[src/rtl/uart_rx_deser_gen_if.sv]
// Output handshake bundle of the UART RX deserializer: held word, valid/ready, status flags.
// Optional par_calc member exists only when UART_RX_PARITY_CALC_EN is defined.
interface uart_rx_deser_gen_if #(
    parameter int MAX_WIDTH = 9
);
    logic [MAX_WIDTH-1:0] P_DATA;
    logic                 data_valid;
    logic                 out_ready;
    logic                 overrun;
    logic                 busy;
`ifdef UART_RX_PARITY_CALC_EN
    logic                 par_calc;
`endif

    modport master (
        input  out_ready,
        output P_DATA, data_valid, overrun, busy
`ifdef UART_RX_PARITY_CALC_EN
        , output par_calc
`endif
    );

    modport slave (
        output out_ready,
        input  P_DATA, data_valid, overrun, busy
`ifdef UART_RX_PARITY_CALC_EN
        , input par_calc
`endif
    );
endinterface

[src/rtl/uart_rx_deser_gen.sv]
// UART RX deserializer: run-time frame length, LSB/MSB-first, held output word with overrun.
// Optional feature macro: UART_RX_PARITY_CALC_EN adds the par_calc output.
module uart_rx_deser_gen #(
    parameter int MAX_WIDTH = 9,
    parameter int PRESC_W   = 6
) (
    input  logic               CLK,
    input  logic               RST,
    input  logic               frame_start,
    input  logic               deser_en,
    input  logic               sampled_bit,
    input  logic [PRESC_W-1:0] edge_cnt,
    input  logic [PRESC_W-1:0] Prescale,
    input  logic [3:0]         data_len,
    input  logic               msb_first,
    uart_rx_deser_gen_if.master rx_out
);

    typedef enum logic [1:0] {IDLE, SHIFT, DONE} state_e;

    state_e               state_q, state_d;
    logic [MAX_WIDTH-1:0] sr_q, sr_d;
    logic [3:0]           bit_cnt_q, bit_cnt_d;
    logic [3:0]           len_q, len_d;
    logic                 msb_q, msb_d;
    logic                 cmpl_q, cmpl_d;
    logic [MAX_WIDTH-1:0] data_q, data_d;
    logic                 valid_q, valid_d;
    logic                 ovr_q, ovr_d;
`ifdef UART_RX_PARITY_CALC_EN
    logic                 par_acc_q, par_acc_d;
    logic                 par_out_q, par_out_d;
`endif

    logic [PRESC_W-1:0]   strobe_tgt;
    logic                 strobe;
    logic [3:0]           len_clamped;
    logic [MAX_WIDTH-1:0] word;
    logic                 accept;

    // NOTE: every always_comb output gets a default first so no path leaves it unassigned (no latches).
    always_comb begin
        strobe_tgt = (Prescale >> 1) + PRESC_W'(2);
        strobe     = deser_en && (edge_cnt == strobe_tgt);

        len_clamped = data_len;
        if (data_len < 4'd5)
            len_clamped = 4'd5;
        else if (int'(data_len) > MAX_WIDTH)
            len_clamped = 4'(MAX_WIDTH);

        word   = msb_q ? sr_q : (sr_q >> (MAX_WIDTH - int'(len_q)));
        accept = valid_q && rx_out.out_ready;

        state_d   = state_q;
        sr_d      = sr_q;
        bit_cnt_d = bit_cnt_q;
        len_d     = len_q;
        msb_d     = msb_q;
        cmpl_d    = 1'b0;
        data_d    = data_q;
        valid_d   = valid_q;
        ovr_d     = ovr_q;
`ifdef UART_RX_PARITY_CALC_EN
        par_acc_d = par_acc_q;
        par_out_d = par_out_q;
`endif

        // A new frame wins over any strobe arriving in the same cycle.
        if (frame_start) begin
            state_d   = SHIFT;
            sr_d      = '0;
            bit_cnt_d = '0;
            len_d     = len_clamped;
            msb_d     = msb_first;
`ifdef UART_RX_PARITY_CALC_EN
            par_acc_d = 1'b0;
`endif
        end else if (state_q == SHIFT && strobe) begin
            sr_d      = msb_q ? {sr_q[MAX_WIDTH-2:0], sampled_bit}
                              : {sampled_bit, sr_q[MAX_WIDTH-1:1]};
            bit_cnt_d = bit_cnt_q + 4'd1;
`ifdef UART_RX_PARITY_CALC_EN
            par_acc_d = par_acc_q ^ sampled_bit;
`endif
            if (bit_cnt_q + 4'd1 == len_q) begin
                state_d = DONE;
                cmpl_d  = 1'b1;
            end
        end

        // sr_q still holds the finished word in the cycle after the last capture.
        if (cmpl_q) begin
            if (!valid_q || rx_out.out_ready) begin
                data_d  = word;
                valid_d = 1'b1;
`ifdef UART_RX_PARITY_CALC_EN
                par_out_d = par_acc_q;
`endif
                if (accept)
                    ovr_d = 1'b0;
            end else begin
                ovr_d = 1'b1;
            end
        end else if (accept) begin
            valid_d = 1'b0;
            ovr_d   = 1'b0;
        end
    end

    // NOTE: sequential state uses non-blocking assignments so all flops update together at the edge.
    always_ff @(posedge CLK or negedge RST) begin
        if (!RST) begin
            state_q   <= IDLE;
            sr_q      <= '0;
            bit_cnt_q <= '0;
            len_q     <= '0;
            msb_q     <= 1'b0;
            cmpl_q    <= 1'b0;
            data_q    <= '0;
            valid_q   <= 1'b0;
            ovr_q     <= 1'b0;
`ifdef UART_RX_PARITY_CALC_EN
            par_acc_q <= 1'b0;
            par_out_q <= 1'b0;
`endif
        end else begin
            state_q   <= state_d;
            sr_q      <= sr_d;
            bit_cnt_q <= bit_cnt_d;
            len_q     <= len_d;
            msb_q     <= msb_d;
            cmpl_q    <= cmpl_d;
            data_q    <= data_d;
            valid_q   <= valid_d;
            ovr_q     <= ovr_d;
`ifdef UART_RX_PARITY_CALC_EN
            par_acc_q <= par_acc_d;
            par_out_q <= par_out_d;
`endif
        end
    end

    assign rx_out.P_DATA     = data_q;
    assign rx_out.data_valid = valid_q;
    assign rx_out.overrun    = ovr_q;
    assign rx_out.busy       = (state_q == SHIFT);
`ifdef UART_RX_PARITY_CALC_EN
    assign rx_out.par_calc   = par_out_q;
`endif

endmodule
[src/flat_wrapper.sv]
// flat-port wrapper written by rule: the top's interface ports become plain ports
module uart_rx_deser_gen_flat 
#(
    parameter int MAX_WIDTH = 9,
    parameter int PRESC_W   = 6
)
  (CLK, RST, frame_start, deser_en, sampled_bit, edge_cnt, Prescale, data_len, msb_first, rx_out_out_ready, rx_out_P_DATA, rx_out_data_valid, rx_out_overrun, rx_out_busy);
  uart_rx_deser_gen_if #(.MAX_WIDTH(MAX_WIDTH)) rx_out_i ();
  input  logic CLK;
  input  logic RST;
  input  logic frame_start;
  input  logic deser_en;
  input  logic sampled_bit;
  input  logic [PRESC_W-1:0] edge_cnt;
  input  logic [PRESC_W-1:0] Prescale;
  input  logic [3:0] data_len;
  input  logic msb_first;
  input wire logic [$bits(rx_out_i.out_ready)-1:0] rx_out_out_ready;
  output wire logic [$bits(rx_out_i.P_DATA)-1:0] rx_out_P_DATA;
  output wire logic [$bits(rx_out_i.data_valid)-1:0] rx_out_data_valid;
  output wire logic [$bits(rx_out_i.overrun)-1:0] rx_out_overrun;
  output wire logic [$bits(rx_out_i.busy)-1:0] rx_out_busy;
  assign rx_out_i.out_ready = rx_out_out_ready;
  assign rx_out_P_DATA = rx_out_i.P_DATA;
  assign rx_out_data_valid = rx_out_i.data_valid;
  assign rx_out_overrun = rx_out_i.overrun;
  assign rx_out_busy = rx_out_i.busy;
  uart_rx_deser_gen #(.MAX_WIDTH(MAX_WIDTH), .PRESC_W(PRESC_W)) u_core (.CLK(CLK), .RST(RST), .frame_start(frame_start), .deser_en(deser_en), .sampled_bit(sampled_bit), .edge_cnt(edge_cnt), .Prescale(Prescale), .data_len(data_len), .msb_first(msb_first), .rx_out(rx_out_i));
endmodule
[config.mk]
export PLATFORM = sky130hd
export DESIGN_NAME = uart_rx_deser_gen_flat
export DESIGN_NICKNAME = d
export VERILOG_FILES = /design/src/rtl/uart_rx_deser_gen_if.sv /design/src/rtl/uart_rx_deser_gen.sv /design/src/flat_wrapper.sv
export SDC_FILE = /design/constraint.sdc
export NUM_CORES = 1
export LEC_CHECK = 0
export BUFFER_PORTS_ARGS = -buffer_cell sky130_fd_sc_hd__buf_2
export CAP_MARGIN = 20
export CORE_UTILIZATION = 40
export CTS_BUF_LIST = sky130_fd_sc_hd__clkbuf_4 sky130_fd_sc_hd__clkbuf_8
export CTS_CLUSTER_DIAMETER = 200
export DETAILED_ROUTE_END_ITERATION = 7
export HOLD_SLACK_MARGIN = 0.12
export SLEW_MARGIN = 20
export SYNTH_ARGS = -nofsm -noshare
export SYNTH_HDL_FRONTEND = slang
export SYNTH_SLANG_ARGS = --single-unit
export TNS_END_PERCENT = 50
[constraint.sdc]
create_clock -name CLK -period 2.2 [get_ports CLK]
set_input_delay 0.44 -clock CLK [delete_from_list [all_inputs] [get_ports CLK]]
set_output_delay 0.44 -clock CLK [all_outputs]
set_load 0.05 [all_outputs]
==> metrics.txt <==
# TYPE chip_impl_metric gauge
chip_impl_metric{name="worst_r2r_path_depth",unit=""} 7
chip_impl_info{name="rsz0062_at_grt",value="false"} 1
chip_impl_metric{name="worst_slew_pin_slew",unit="ps"} 727
chip_impl_info{name="r2r_start",value="u_core.len_q[2]"} 1
chip_impl_metric{name="worst_skew_pair.late_latency",unit="ps"} 290
chip_impl_metric{name="timing.fmax",unit="MHz"} 509
chip_impl_metric{name="total_power",unit="W"} 0.00130
chip_impl_metric{name="place.gp.congestion",unit=""} 0.808
chip_impl_metric{name="cts_max_path_buffers",unit=""} 2
chip_impl_info{name="status",value="completed"} 1
chip_impl_metric{name="wl_per_cell",unit="um"} 13.8
chip_impl_metric{name="fin_crit",unit="ps"} 1960
chip_impl_metric{name="max-slew-margin-rel",unit=""} 0.516
chip_impl_metric{name="grt_pass1_vias",unit=""} 1605
chip_impl_metric{name="fp-row-count",unit=""} 25
chip_impl_metric{name="numPortBuffers",unit=""} 33
chip_impl_metric{name="clock_sink_count",unit=""} 32
chip_impl_info{name="cp-start-kind",value="flip-flop"} 1
chip_impl_info{name="hold_path_class",value="in2async"} 1
chip_impl_metric{name="synth_seq_cells",unit=""} 32
chip_impl_metric{name="cts.hold.buffers_added",unit=""} 0
chip_impl_metric{name="antenna_found_initial",unit=""} 0
chip_impl_metric{name="numCtsBuffers",unit=""} 5
chip_impl_metric{name="die_height",unit="um"} 72.7
chip_impl_metric{name="cp.arrival",unit="ps"} 2110
chip_impl_metric{name="synth_warnings",unit=""} 0
chip_impl_metric{name="finalSetupViolations",unit=""} 0
chip_impl_metric{name="layout.nets",unit=""} 275
chip_impl_metric{name="path_clk_slew",unit="ps"} 80
chip_impl_metric{name="synth_cells",unit=""} 209
chip_impl_info{name="layout_common_cells",value="33 x buf_2, 32 x dfrtp_1, 29 x a21oi_1"} 1
chip_impl_info{name="yosys_most_used_dff",value="dfrtp_1"} 1
chip_impl_metric{name="setup_tns",unit="ps"} 0
chip_impl_metric{name="cells_resized_by_post_cts_repair",unit=""} 0
chip_impl_metric{name="cts_htree_levels",unit=""} 2
chip_impl_metric{name="layout-drive-gt1-share",unit=""} 0.268
chip_impl_info{name="critical_path.top_delay_family",value="compound AO/OA/AOI/OAI gates"} 1
chip_impl_info{name="endpoint_kind",value="flip-flop"} 1
chip_impl_metric{name="grt_max_degree",unit=""} 33
chip_impl_metric{name="cap_viol_max_count",unit=""} 0
chip_impl_metric{name="grt_usage",unit=""} 0.189
chip_impl_info{name="slowest_cell_on_the_critical_path",value="o21bai_1"} 1
chip_impl_metric{name="power_density_relative_to_cell_area",unit="nW/um^2"} 547
chip_impl_info{name="layout_commonest_cell",value="buf_2"} 1
chip_impl_metric{name="p_leak",unit="nW"} 1.02
chip_impl_metric{name="syn_avg_cell_area",unit="sq um"} 9.55
chip_impl_metric{name="global_route_wire_length_before_repair",unit="um"} 7690
chip_impl_metric{name="finalWirelength",unit="um"} 4370
chip_impl_metric{name="remaining_drc_errors",unit=""} 0
chip_impl_metric{name="grt_remaining_overflow",unit=""} 0
chip_impl_info{name="clock_tree_from_tritoncts",value="built"} 1
chip_impl_info{name="clk_root_buffer_cell",value="clkbuf_8"} 1
chip_impl_metric{name="ys_async_sr_fraction",unit=""} 1.00
chip_impl_metric{name="die-area",unit="sq um"} 5280
chip_impl_metric{name="io_pins",unit=""} 35
chip_impl_metric{name="yosysUniqueCellTypes",unit=""} 46
chip_impl_metric{name="power.ir.vdd_worst",unit="mV"} 0.322
chip_impl_metric{name="final-max-slew-violation-count",unit=""} 0
chip_impl_info{name="critical_path.reg2reg.endpoint",value="u_core.rx_out.P_DATA[6]"} 1
chip_impl_metric{name="hpwl",unit="um"} 3130
chip_impl_metric{name="num_vias",unit=""} 1678
chip_impl_metric{name="drt_via_density",unit=""} 5.29
chip_impl_metric{name="cp_max_fo",unit=""} 8
chip_impl_metric{name="core_region_area",unit="sq um"} 4750
chip_impl_metric{name="antenna_cells",unit=""} 0
chip_impl_info{name="cell_chain_of_the_critical_path",value="inv_1, ha_1, nor4bb_1, o21bai_1, nor2_1, a22oi_1, o21ai_0"} 1
chip_impl_metric{name="ff2ff_setup_slack",unit="ps"} 240
chip_impl_metric{name="finalHoldViolCount",unit=""} 0
chip_impl_metric{name="flow.area_growth_from_synthesis",unit="%"} 19.2
chip_impl_metric{name="synth_edf_count",unit=""} 0
chip_impl_metric{name="ant_nets",unit=""} 0
chip_impl_metric{name="floorplan.initialDensity",unit=""} 0.420
chip_impl_metric{name="cpPeakStageDelay",unit="ps"} 520
chip_impl_metric{name="synth_nets",unit=""} 235
chip_impl_metric{name="cp.buffers_inverters",unit=""} 1
chip_impl_metric{name="seq_area_frac_synth",unit=""} 0.401
chip_impl_metric{name="layout_worst_path_cycle_share",unit=""} 0.893
chip_impl_metric{name="die_w",unit="um"} 72.7
chip_impl_metric{name="cp.required",unit="ps"} 2350
chip_impl_metric{name="detailedRoute.firstIterationViolations",unit=""} 149
chip_impl_info{name="timing_worst_setup_path_type",value="reg2reg"} 1
chip_impl_metric{name="post-cts-setup-buffer-count",unit=""} 0
chip_impl_metric{name="skew",unit="ps"} 13.4
chip_impl_metric{name="synthesized_cell_area",unit="sq um"} 2000
chip_impl_metric{name="detail_route.first_pass.iterations",unit=""} 4
==> worst register-to-register path, stage by stage, from the launching register on <==
cell	delay [ps]
dfrtp_1	490
inv_1	70
ha_1	220
nor4bb_1	150
o21bai_1	520
nor2_1	80
a22oi_1	200
o21ai_0	100
==> synthesized netlist by cell type, types with 2 or more instances <==
cell / instances / area [sq um]
mux4_2: 4 / 90.1
nor4_1: 2 / 12.5
dfrtp_1: 32 / 801
xnor2_1: 8 / 70.1
o21ai_0: 11 / 55.1
ha_1: 3 / 37.5
a211oi_1: 6 / 45.0
nand3_1: 5 / 25.0
buf_2: 2 / 10.0
nor3_1: 6 / 30.0
nand2_1: 13 / 48.8
or4_1: 2 / 15.0
nor2_1: 14 / 52.6
clkbuf_1: 9 / 33.8
nand2b_1: 6 / 37.5
mux2i_1: 14 / 140
o31ai_1: 4 / 30.0
mux2_2: 2 / 22.5
a21o_1: 2 / 15.0
xor2_1: 4 / 35.0
a311oi_1: 4 / 35.0
inv_1: 4 / 15.0
a21oi_1: 29 / 145
==> registers in the layout, indices dropped and copies added (netlist names) <==
name                      count
u_core.rx_out.overrun         1
u_core.msb_q                  1
u_core.rx_out.P_DATA          9
u_core.state_q                2
u_core.cmpl_q                 1
u_core.sr_q                   9
u_core.bit_cnt_q              4
u_core.len_q                  4
u_core.rx_out.data_valid      1
==> through the flow <==
stage | utilization | instance area [sq um] | hold slack [ps] | worst slack, ps | instances
2_1_floorplan | - | 2000 | 144 | 228 | 209
3_3_place_gp | 0.481 | 2290 | 457 | 45.2 | 309
3_5_place_dp | 0.481 | 2290 | 466 | 34.8 | 309
4_1_cts | 0.501 | 2380 | 224 | 238 | 317
5_1_grt | 0.501 | 2380 | 253 | 76.4 | 317
6_report | 0.501 | 2380 | 199 | 235 | 317
==> final cells by class <==
type | count | area (sq um)
well taps | 67 | 83.8
inverters | 4 | 15.0
clock inverters | 3 | 23.8
fillers | 470 | 2370
clock buffers | 5 | 68.8
repair buffers | 45 | 255
multi-input cells | 161 | 1130
flip-flops and latches | 32 | 801
==> report_power, final <==
| group | leakage, nW | total [W] | switching (W) | internal [W] |
|---|---|---|---|---|
| logic | 0.559 | 0.000221 | 0.000126 | 0.0000955 |
| registers | 0.424 | 0.000619 | 0.0000197 | 0.000599 |
| clock network | 0.0404 | 0.000463 | 0.000239 | 0.000224 |
| total | 1.02 | 0.00130 | 0.000384 | 0.000918 |
==> layer usage <==
metal / GRT usage / up-vias / share of wire
met5: 0 / - / 0
met4: 0.0719 / 0 / 0.013
met3: 0.0373 / 6 / 0.031
met2: 0.286 / 31 / 0.45
met1: 0.267 / 786 / 0.50
li1: - / 855 / -
==> worst max-delay path by stage <==
stage	cells past startpoint	startpoint	end
floorplan	5	u_core.state_q[1]	u_core.bit_cnt_q[3]
CTS	7	u_core.len_q[2]	u_core.rx_out.P_DATA[6]
global placement	7	Prescale[2]	u_core.bit_cnt_q[3]
detailed placement	7	Prescale[2]	u_core.bit_cnt_q[3]
finish	7	u_core.len_q[2]	u_core.rx_out.P_DATA[6]
global route	7	u_core.len_q[2]	u_core.rx_out.P_DATA[6]
==> cells by family (layout without fill, tap and decap cells) <==
kind of cell,count (synthesis),count (layout),share of synthesized area
AO/OA/AOI/OAI,65,65,0.202
XOR/XNOR,12,12,0.0526
adder cells (fa/ha/maj),3,3,0.0188
buffers and inverters,16,57,0.0332
flip-flops,32,32,0.401
multiplexers,21,21,0.134
AND/OR/NAND/NOR,60,60,0.159
Note: power is estimated with default switching activity, not from simulation.
